===== config.mk =====
export PLATFORM = sky130hd
export DESIGN_NAME = envelope
export DESIGN_NICKNAME = d
export VERILOG_FILES = /design/src/rtl/envelope_pkg.sv /design/src/rtl/envelope_vca.sv /design/src/rtl/envelope.sv
export SDC_FILE = /design/constraint.sdc
export NUM_CORES = 1
export LEC_CHECK = 0
export CORE_UTILIZATION = 62
export CTS_BUF_LIST = sky130_fd_sc_hd__clkbuf_8
export CTS_CLUSTER_DIAMETER = 80
export DETAILED_ROUTE_END_ITERATION = 16
export PLACE_DENSITY = 0.95
export SETUP_SLACK_MARGIN = 0.2
export SLEW_MARGIN = 30
export SYNTH_ARGS = -nofsm -noshare
export SYNTH_HDL_FRONTEND = slang
export SYNTH_HIERARCHICAL = 1
export SYNTH_SLANG_ARGS = --single-unit

===== constraint.sdc =====
create_clock -name clk -period 7.1 [get_ports clk]
set_clock_uncertainty 0.15 [all_clocks]
set_input_delay 0.71 -clock clk [delete_from_list [all_inputs] [get_ports clk]]
set_output_delay 0.71 -clock clk [all_outputs]
set_load 0.1 [all_outputs]

===== src/rtl/envelope_pkg.sv =====
// envelope_pkg: shared types and constants for the ADSR envelope peripheral.
package envelope_pkg;

  typedef enum logic [2:0] {
    ST_IDLE    = 3'd0,
    ST_ATTACK  = 3'd1,
    ST_DECAY   = 3'd2,
    ST_SUSTAIN = 3'd3,
    ST_RELEASE = 3'd4
  } env_state_t;

  localparam logic [2:0] REG_CTRL    = 3'd0;
  localparam logic [2:0] REG_ATTACK  = 3'd1;
  localparam logic [2:0] REG_DECAY   = 3'd2;
  localparam logic [2:0] REG_SUSTAIN = 3'd3;
  localparam logic [2:0] REG_RELEASE = 3'd4;
  localparam logic [2:0] REG_STATUS  = 3'd5;

  localparam logic [7:0] LEVEL_MAX = 8'd255;

  // Byte-lane merge of a bus write into an existing register value.
  function automatic logic [31:0] strb_merge(input logic [31:0] old,
                                             input logic [31:0] wdata,
                                             input logic [3:0]  wstrb);
    logic [31:0] merged;
    for (int b = 0; b < 4; b++) begin
      merged[8*b +: 8] = wstrb[b] ? wdata[8*b +: 8] : old[8*b +: 8];
    end
    return merged;
  endfunction

endpackage


===== src/rtl/envelope_vca.sv =====
// envelope_vca: registered amplitude scaling, out = (in * (level + 1)) >> 8.
module envelope_vca (
  input  logic       clk,
  input  logic       resetn,
  input  logic [7:0] in,
  input  logic [7:0] level,
  output logic [7:0] out
);

  logic [16:0] product;

  // The +1 makes level 255 an exact pass-through while level 0 still mutes.
  assign product = {9'd0, in} * {8'd0, ({1'b0, level} + 9'd1)};

  // Output sample register.
  always_ff @(posedge clk or negedge resetn) begin
    if (!resetn) begin
      out <= 8'd0;
    end else begin
      out <= 8'(product >> 5'd8);
    end
  end

endmodule


===== src/rtl/envelope.sv =====
// envelope: bus-mapped ADSR envelope generator; holds the register file,
// prescaler and phase FSM, and feeds the level into the VCA stage.
module envelope
  import envelope_pkg::*;
#(
  parameter int RATE_W = 16
) (
  input  logic        clk,
  input  logic        resetn,
  input  logic        valid,
  output logic        ready,
  input  logic [3:0]  wstrb,
  input  logic [31:0] addr,
  input  logic [31:0] wdata,
  output logic [31:0] rdata,
  input  logic [7:0]  in,
  output logic [7:0]  out,
  output logic        done,
  output logic        active
);

  logic              held;
  logic              gate;
  logic [RATE_W-1:0] rate_attack, rate_decay, rate_release, rate_cur;
  logic [RATE_W-1:0] presc, nxt_presc;
  logic [7:0]        sustain, level, nxt_level;
  env_state_t        state, nxt_state;
  logic              accept, is_write, ctrl_wr, tick, nxt_done;
  logic [2:0]        sel;
  logic [31:0]       read_val;
  logic              unused_addr;

  // held blocks a second access while the master keeps valid asserted.
  assign sel         = addr[4:2];
  assign accept      = valid && !ready && !held;
  assign is_write    = (wstrb != 4'd0);
  assign ctrl_wr     = accept && is_write && wstrb[0] && (sel == REG_CTRL);
  assign unused_addr = ^{addr[31:5], addr[1:0]};

  // Register read multiplexer.
  always_comb begin
    case (sel)
      REG_CTRL:    read_val = {31'd0, gate};
      REG_ATTACK:  read_val = 32'(rate_attack);
      REG_DECAY:   read_val = 32'(rate_decay);
      REG_SUSTAIN: read_val = {24'd0, sustain};
      REG_RELEASE: read_val = 32'(rate_release);
      REG_STATUS:  read_val = {16'd0, level, 5'd0, state};
      default:     read_val = 32'd0;
    endcase
  end

  // Bus handshake and rate/sustain register file.
  always_ff @(posedge clk or negedge resetn) begin
    if (!resetn) begin
      ready        <= 1'b0;
      held         <= 1'b0;
      rdata        <= 32'd0;
      rate_attack  <= {RATE_W{1'b0}};
      rate_decay   <= {RATE_W{1'b0}};
      rate_release <= {RATE_W{1'b0}};
      sustain      <= 8'd0;
    end else begin
      ready <= accept;
      held  <= accept || (held && valid);
      rdata <= (accept && !is_write) ? read_val : 32'd0;
      if (accept && is_write) begin
        case (sel)
          REG_ATTACK:  rate_attack  <= RATE_W'(strb_merge(32'(rate_attack), wdata, wstrb));
          REG_DECAY:   rate_decay   <= RATE_W'(strb_merge(32'(rate_decay), wdata, wstrb));
          REG_SUSTAIN: sustain      <= wstrb[0] ? wdata[7:0] : sustain;
          REG_RELEASE: rate_release <= RATE_W'(strb_merge(32'(rate_release), wdata, wstrb));
          default:     ;
        endcase
      end
    end
  end

  // Prescaler compare against the rate of the current phase.
  always_comb begin
    case (state)
      ST_ATTACK:  rate_cur = rate_attack;
      ST_DECAY:   rate_cur = rate_decay;
      ST_RELEASE: rate_cur = rate_release;
      default:    rate_cur = {RATE_W{1'b0}};
    endcase
  end

  assign tick = (presc >= rate_cur);

  // Next phase/level; a CTRL write takes priority over a level step.
  always_comb begin
    nxt_state = state;
    nxt_level = level;
    nxt_done  = 1'b0;
    if (ctrl_wr) begin
      if (wdata[1]) begin
        nxt_state = ST_ATTACK;
        nxt_level = 8'd0;
      end else if (!gate && wdata[0] && (state == ST_IDLE || state == ST_RELEASE)) begin
        nxt_state = ST_ATTACK;
      end else if (gate && !wdata[0] &&
                   (state == ST_ATTACK || state == ST_DECAY || state == ST_SUSTAIN)) begin
        nxt_state = ST_RELEASE;
      end else begin
        nxt_state = state;
      end
    end else begin
      case (state)
        ST_IDLE:    nxt_level = 8'd0;
        ST_ATTACK:  begin
          if (tick) begin
            if (level == LEVEL_MAX) nxt_state = ST_DECAY;
            else                    nxt_level = level + 8'd1;
          end else begin
            nxt_level = level;
          end
        end
        ST_DECAY:   begin
          if (tick) begin
            if (level > sustain) nxt_level = level - 8'd1;
            else                 nxt_state = ST_SUSTAIN;
          end else begin
            nxt_level = level;
          end
        end
        ST_SUSTAIN: nxt_level = sustain;
        ST_RELEASE: begin
          if (tick) begin
            if (level == 8'd0) begin
              nxt_state = ST_IDLE;
              nxt_done  = 1'b1;
            end else begin
              nxt_level = level - 8'd1;
            end
          end else begin
            nxt_level = level;
          end
        end
        default:    begin
          nxt_state = ST_IDLE;
          nxt_level = 8'd0;
        end
      endcase
    end
    if (nxt_state != state || (ctrl_wr && wdata[1])) begin
      nxt_presc = {RATE_W{1'b0}};
    end else if (tick) begin
      nxt_presc = {RATE_W{1'b0}};
    end else begin
      nxt_presc = presc + RATE_W'(1);
    end
  end

  // FSM state and registered status outputs.
  always_ff @(posedge clk or negedge resetn) begin
    if (!resetn) begin
      state  <= ST_IDLE;
      level  <= 8'd0;
      presc  <= {RATE_W{1'b0}};
      gate   <= 1'b0;
      done   <= 1'b0;
      active <= 1'b0;
    end else begin
      state  <= nxt_state;
      level  <= nxt_level;
      presc  <= nxt_presc;
      gate   <= ctrl_wr ? wdata[0] : gate;
      done   <= nxt_done;
      active <= (nxt_state != ST_IDLE);
    end
  end

  envelope_vca u_vca (
    .clk    (clk),
    .resetn (resetn),
    .in     (in),
    .level  (level),
    .out    (out)
  );

endmodule

==> summary.md <==
| Metric | Value |
|---|---|
| Initial Utilization | 64.4% |
| Dpl hpwl | 14900 microns |
| Fillers | 923 |
| Most frequent cells in the layout | dfrtp_1 (112), nor2_1 (76), ha_1 (64) |
| Switching power | 1.26 mW |
| Largest net degree at the start of global routing | 46 |
| Drt drc | 0 |
| Ys flop type | dfrtp_1 |
| WP data required | 7280 ps |
| WL per Instance | 18.6 microns |
| Syn Area/Cell | 9.75 sq um |
| CTS tree | yes |
| Final hold vios | 0 |
| Clock sinks | 112 |
| Global route overflow | 0 |
| Final Wtd Congestion | 0.894 |
| Vias in the first global route | 6982 |
| Core Rows | 42 |
| Crit Path Category | reg2reg |
| Antenna violations before repair | 0 |
| NumNets Final | 1112 |
| Inserted Clock Buffers | 9 |
| Ant diodes | 0 |
| Slew HR | 33.2% |
| Pwr dens | 293 nW/um^2 |
| Routed Antenna Nets | 0 |
| CTS max path bufs | 2 |
| R2R cell count | 18 |
| Total number of vias | 6946 |
| CP endpoint kind | flop |
| Clock Latency Late Sink | 400 ps |
| Max-slew violation count | 0 |
| H-tree Lvls | 3 |
| Core area | 13400 sq um |
| DR iter-0 viols | 619 |
| DR vias/cell | 6.26 |
| Cts hold-fix bufs | 0 |
| Minimum clock period | 5800 ps |
| Synth Warn # | 6 |
| Die ar. | 14400 sq um |
| Leak pwr | 4.44 nW |
| Setup TNS | 0 ps |
| CP arrival | 5990 ps |
| Most common cell after layout, fill and taps aside | dfrtp_1 |
| VDD IR max | 0.205 mV |
| Ports | 122 |
| Worst hold path class | in2async |
| Finished Layout Cells | 1109 |
| Clock Tree Root | clkbuf_8 |
| P_int | 1.52 mW |
| Dpl cells | 1093 |
| Switching Share | 45.2% |
| Setup crit start kind | flop |
| RSZ-0062 raised after global routing | false |
| Post-synthesis sequential area ratio | 32.5% |
| Critical Path Fanout Max | 20 |
| Clock slew at reported path FFs | 120 ps |
| Post CTS Setup Buffer Count | 0 |
| Synthesis-to-finish area growth | 9.98% |
| Routed wire length | 20700 microns |
| Post-synth EDFFs | 0 |
| Synth cell types | 64 |
| Instance count of the mapped netlist | 884 |
| Status | finished clean |
| Drt pass-1 iters | 5 |
| Sequential group share of total power | 32.5% |
| Max_cap viols | 0 |
| Async SR Flop Fraction | 100% |
| Setup Viol. Count Final | 0 |
| Layout cell share with drive strength beyond 1 | 11.9% |
| Yosys reg bits | 112 |
| Cell area after synthesis | 8620 sq um |
| Die W | 120 microns |
| Fmax achieved | 172 MHz |
| First-pass GRT wire length | 34100 microns |
| Gate power share | 52.6% |
| Die height | 120 microns |
| Overall Global Routing Usage | 30.3% |
| Worst slew pin tran | 1000 ps |
| Clock power share | 15.0% |
| CTS resizes | 0 |
| Fin crit share | 81.7% |
| Number of port buffers | 60 |
-- critical path, cell delays in order (launching register included) --
cell	delay [ps]
dfrtp_1	830
ha_1	300
nand3_1	110
xor2_1	590
nand2b_1	220
fa_1	470
fa_1	540
inv_1	50
fa_1	480
inv_1	50
fa_1	470
inv_1	40
ha_1	280
a21oi_1	220
o21ai_0	160
a211oi_1	360
o21ai_2	150
a21oi_2	160
xnor2_1	120
-- routing by layer --
layer | track usage, % | part of all wire (%) | up-vias
li1 | - | - | 3100
met3 | 5.61 | 7.3 | 72
met1 | 38.7 | 40 | 3429
met5 | 0 | 0 | -
met4 | 12.3 | 3.5 | 0
met2 | 50.6 | 49 | 345
-- state kept, by name, summed over array words and instances, names as in the netlist, 3 cells and up --
register,count
rate_attack,16
level,8
u_vca/out,8
rate_decay,16
rdata,16
state,3
presc,16
sustain,8
rate_release,16
-- cell usage after synthesis (2+ instances only) --
| cell | number | area share [%] |
|---|---|---|
| dfrtp_1 | 112 | 33 |
| nor2_1 | 76 | 3.3 |
| ha_1 | 64 | 9.3 |
| inv_1 | 63 | 2.7 |
| mux2_2 | 61 | 8.0 |
| nor2b_1 | 54 | 3.9 |
| a21oi_1 | 51 | 3.0 |
| nand2_1 | 47 | 2.0 |
| fa_1 | 41 | 9.5 |
| a22oi_1 | 33 | 2.9 |
| o21ai_0 | 31 | 1.8 |
| and2_1 | 23 | 1.7 |
| buf_4 | 20 | 1.7 |
| xor2_1 | 20 | 2.0 |
| clkbuf_1 | 17 | 0.74 |
| nand3_1 | 15 | 0.87 |
| xnor2_1 | 15 | 1.5 |
| nand2b_1 | 12 | 0.87 |
| nand4_1 | 11 | 0.80 |
| a211oi_1 | 9 | 0.78 |
| a22o_1 | 8 | 0.81 |
| and3_1 | 8 | 0.58 |
| nor2_2 | 8 | 0.58 |
| buf_2 | 7 | 0.41 |
| a21o_1 | 6 | 0.52 |
| a31oi_1 | 6 | 0.44 |
| mux2i_1 | 5 | 0.58 |
| o22ai_1 | 5 | 0.36 |
| buf_6 | 4 | 0.52 |
| o21ai_1 | 4 | 0.23 |
| nor3_1 | 3 | 0.17 |
| o21ai_2 | 3 | 0.30 |
| or4_1 | 3 | 0.26 |
| a21oi_2 | 2 | 0.20 |
| a221oi_1 | 2 | 0.20 |
| buf_1 | 2 | 0.087 |
| nor3b_1 | 2 | 0.17 |
| o2111ai_1 | 2 | 0.20 |
| o211ai_1 | 2 | 0.17 |
| o31ai_1 | 2 | 0.17 |
| or2_1 | 2 | 0.15 |
-- metrics by stage --
step	setup WS, ps	hold slack [ps]	instance area [sq um]	utilization, %	power [mW]
2_1_floorplan	2320	264	8680	-	1.99
3_3_place_gp	1450	336	9250	69.0	2.24
3_5_place_dp	1380	342	9270	69.2	2.35
4_1_cts	1360	99.0	9480	70.8	2.77
5_1_grt	998	110	9480	70.8	3.00
6_report	1300	89.8	9480	70.8	2.78
-- final timing paths --
| kind | start | endpoint | slack (ps) |
|---|---|---|---|
| max | level[0] | u_vca/out[7] | 1300 |
| min | resetn | state[2] | 90 |
| max reg2reg | level[0] | u_vca/out[7] | 1300 |
| min reg2reg | ready | held | 370 |
| max in group asynchronous | resetn | presc[15] | 5590 |
| min in group clk | ready | held | 370 |
-- final cells by class --
type	instances	area, sq um	share of cell area (%)
inverters	63	236	2.49
repair buffers	69	678	7.15
clock inverters	7	88.8	0.937
multi-input cells	673	5330	56.2
clock buffers	9	124	1.31
flip-flops and latches	112	2800	29.6
well taps	176	220	2.32
-- power by group through the flow --
stage	Clock, mW	Sequential (mW)	Combinational, mW
after global routing	0.445	0.915	1.64
after detailed placement	0	0.906	1.44
final	0.416	0.902	1.46
after CTS	0.419	0.895	1.45
after global placement	0	0.896	1.35
after floorplan	0	0.931	1.06
-- kinds of logic (layout without fill, tap and decap cells) --
logic type / after synthesis / count (layout) / share of synthesized area, %
muxes: 67 / 67 / 8.81
adders and majority gates: 105 / 105 / 18.8
DFF: 112 / 112 / 32.5
AOI/OAI and AO/OA: 176 / 176 / 13.3
other: 1 / 16 / 0.0435
buffers and inverters: 114 / 148 / 6.30
xor gates and xnor gates: 36 / 36 / 3.74
and+or+nand+nor: 273 / 273 / 16.5
No activity file was read; power rests on OpenSTA's default activity.
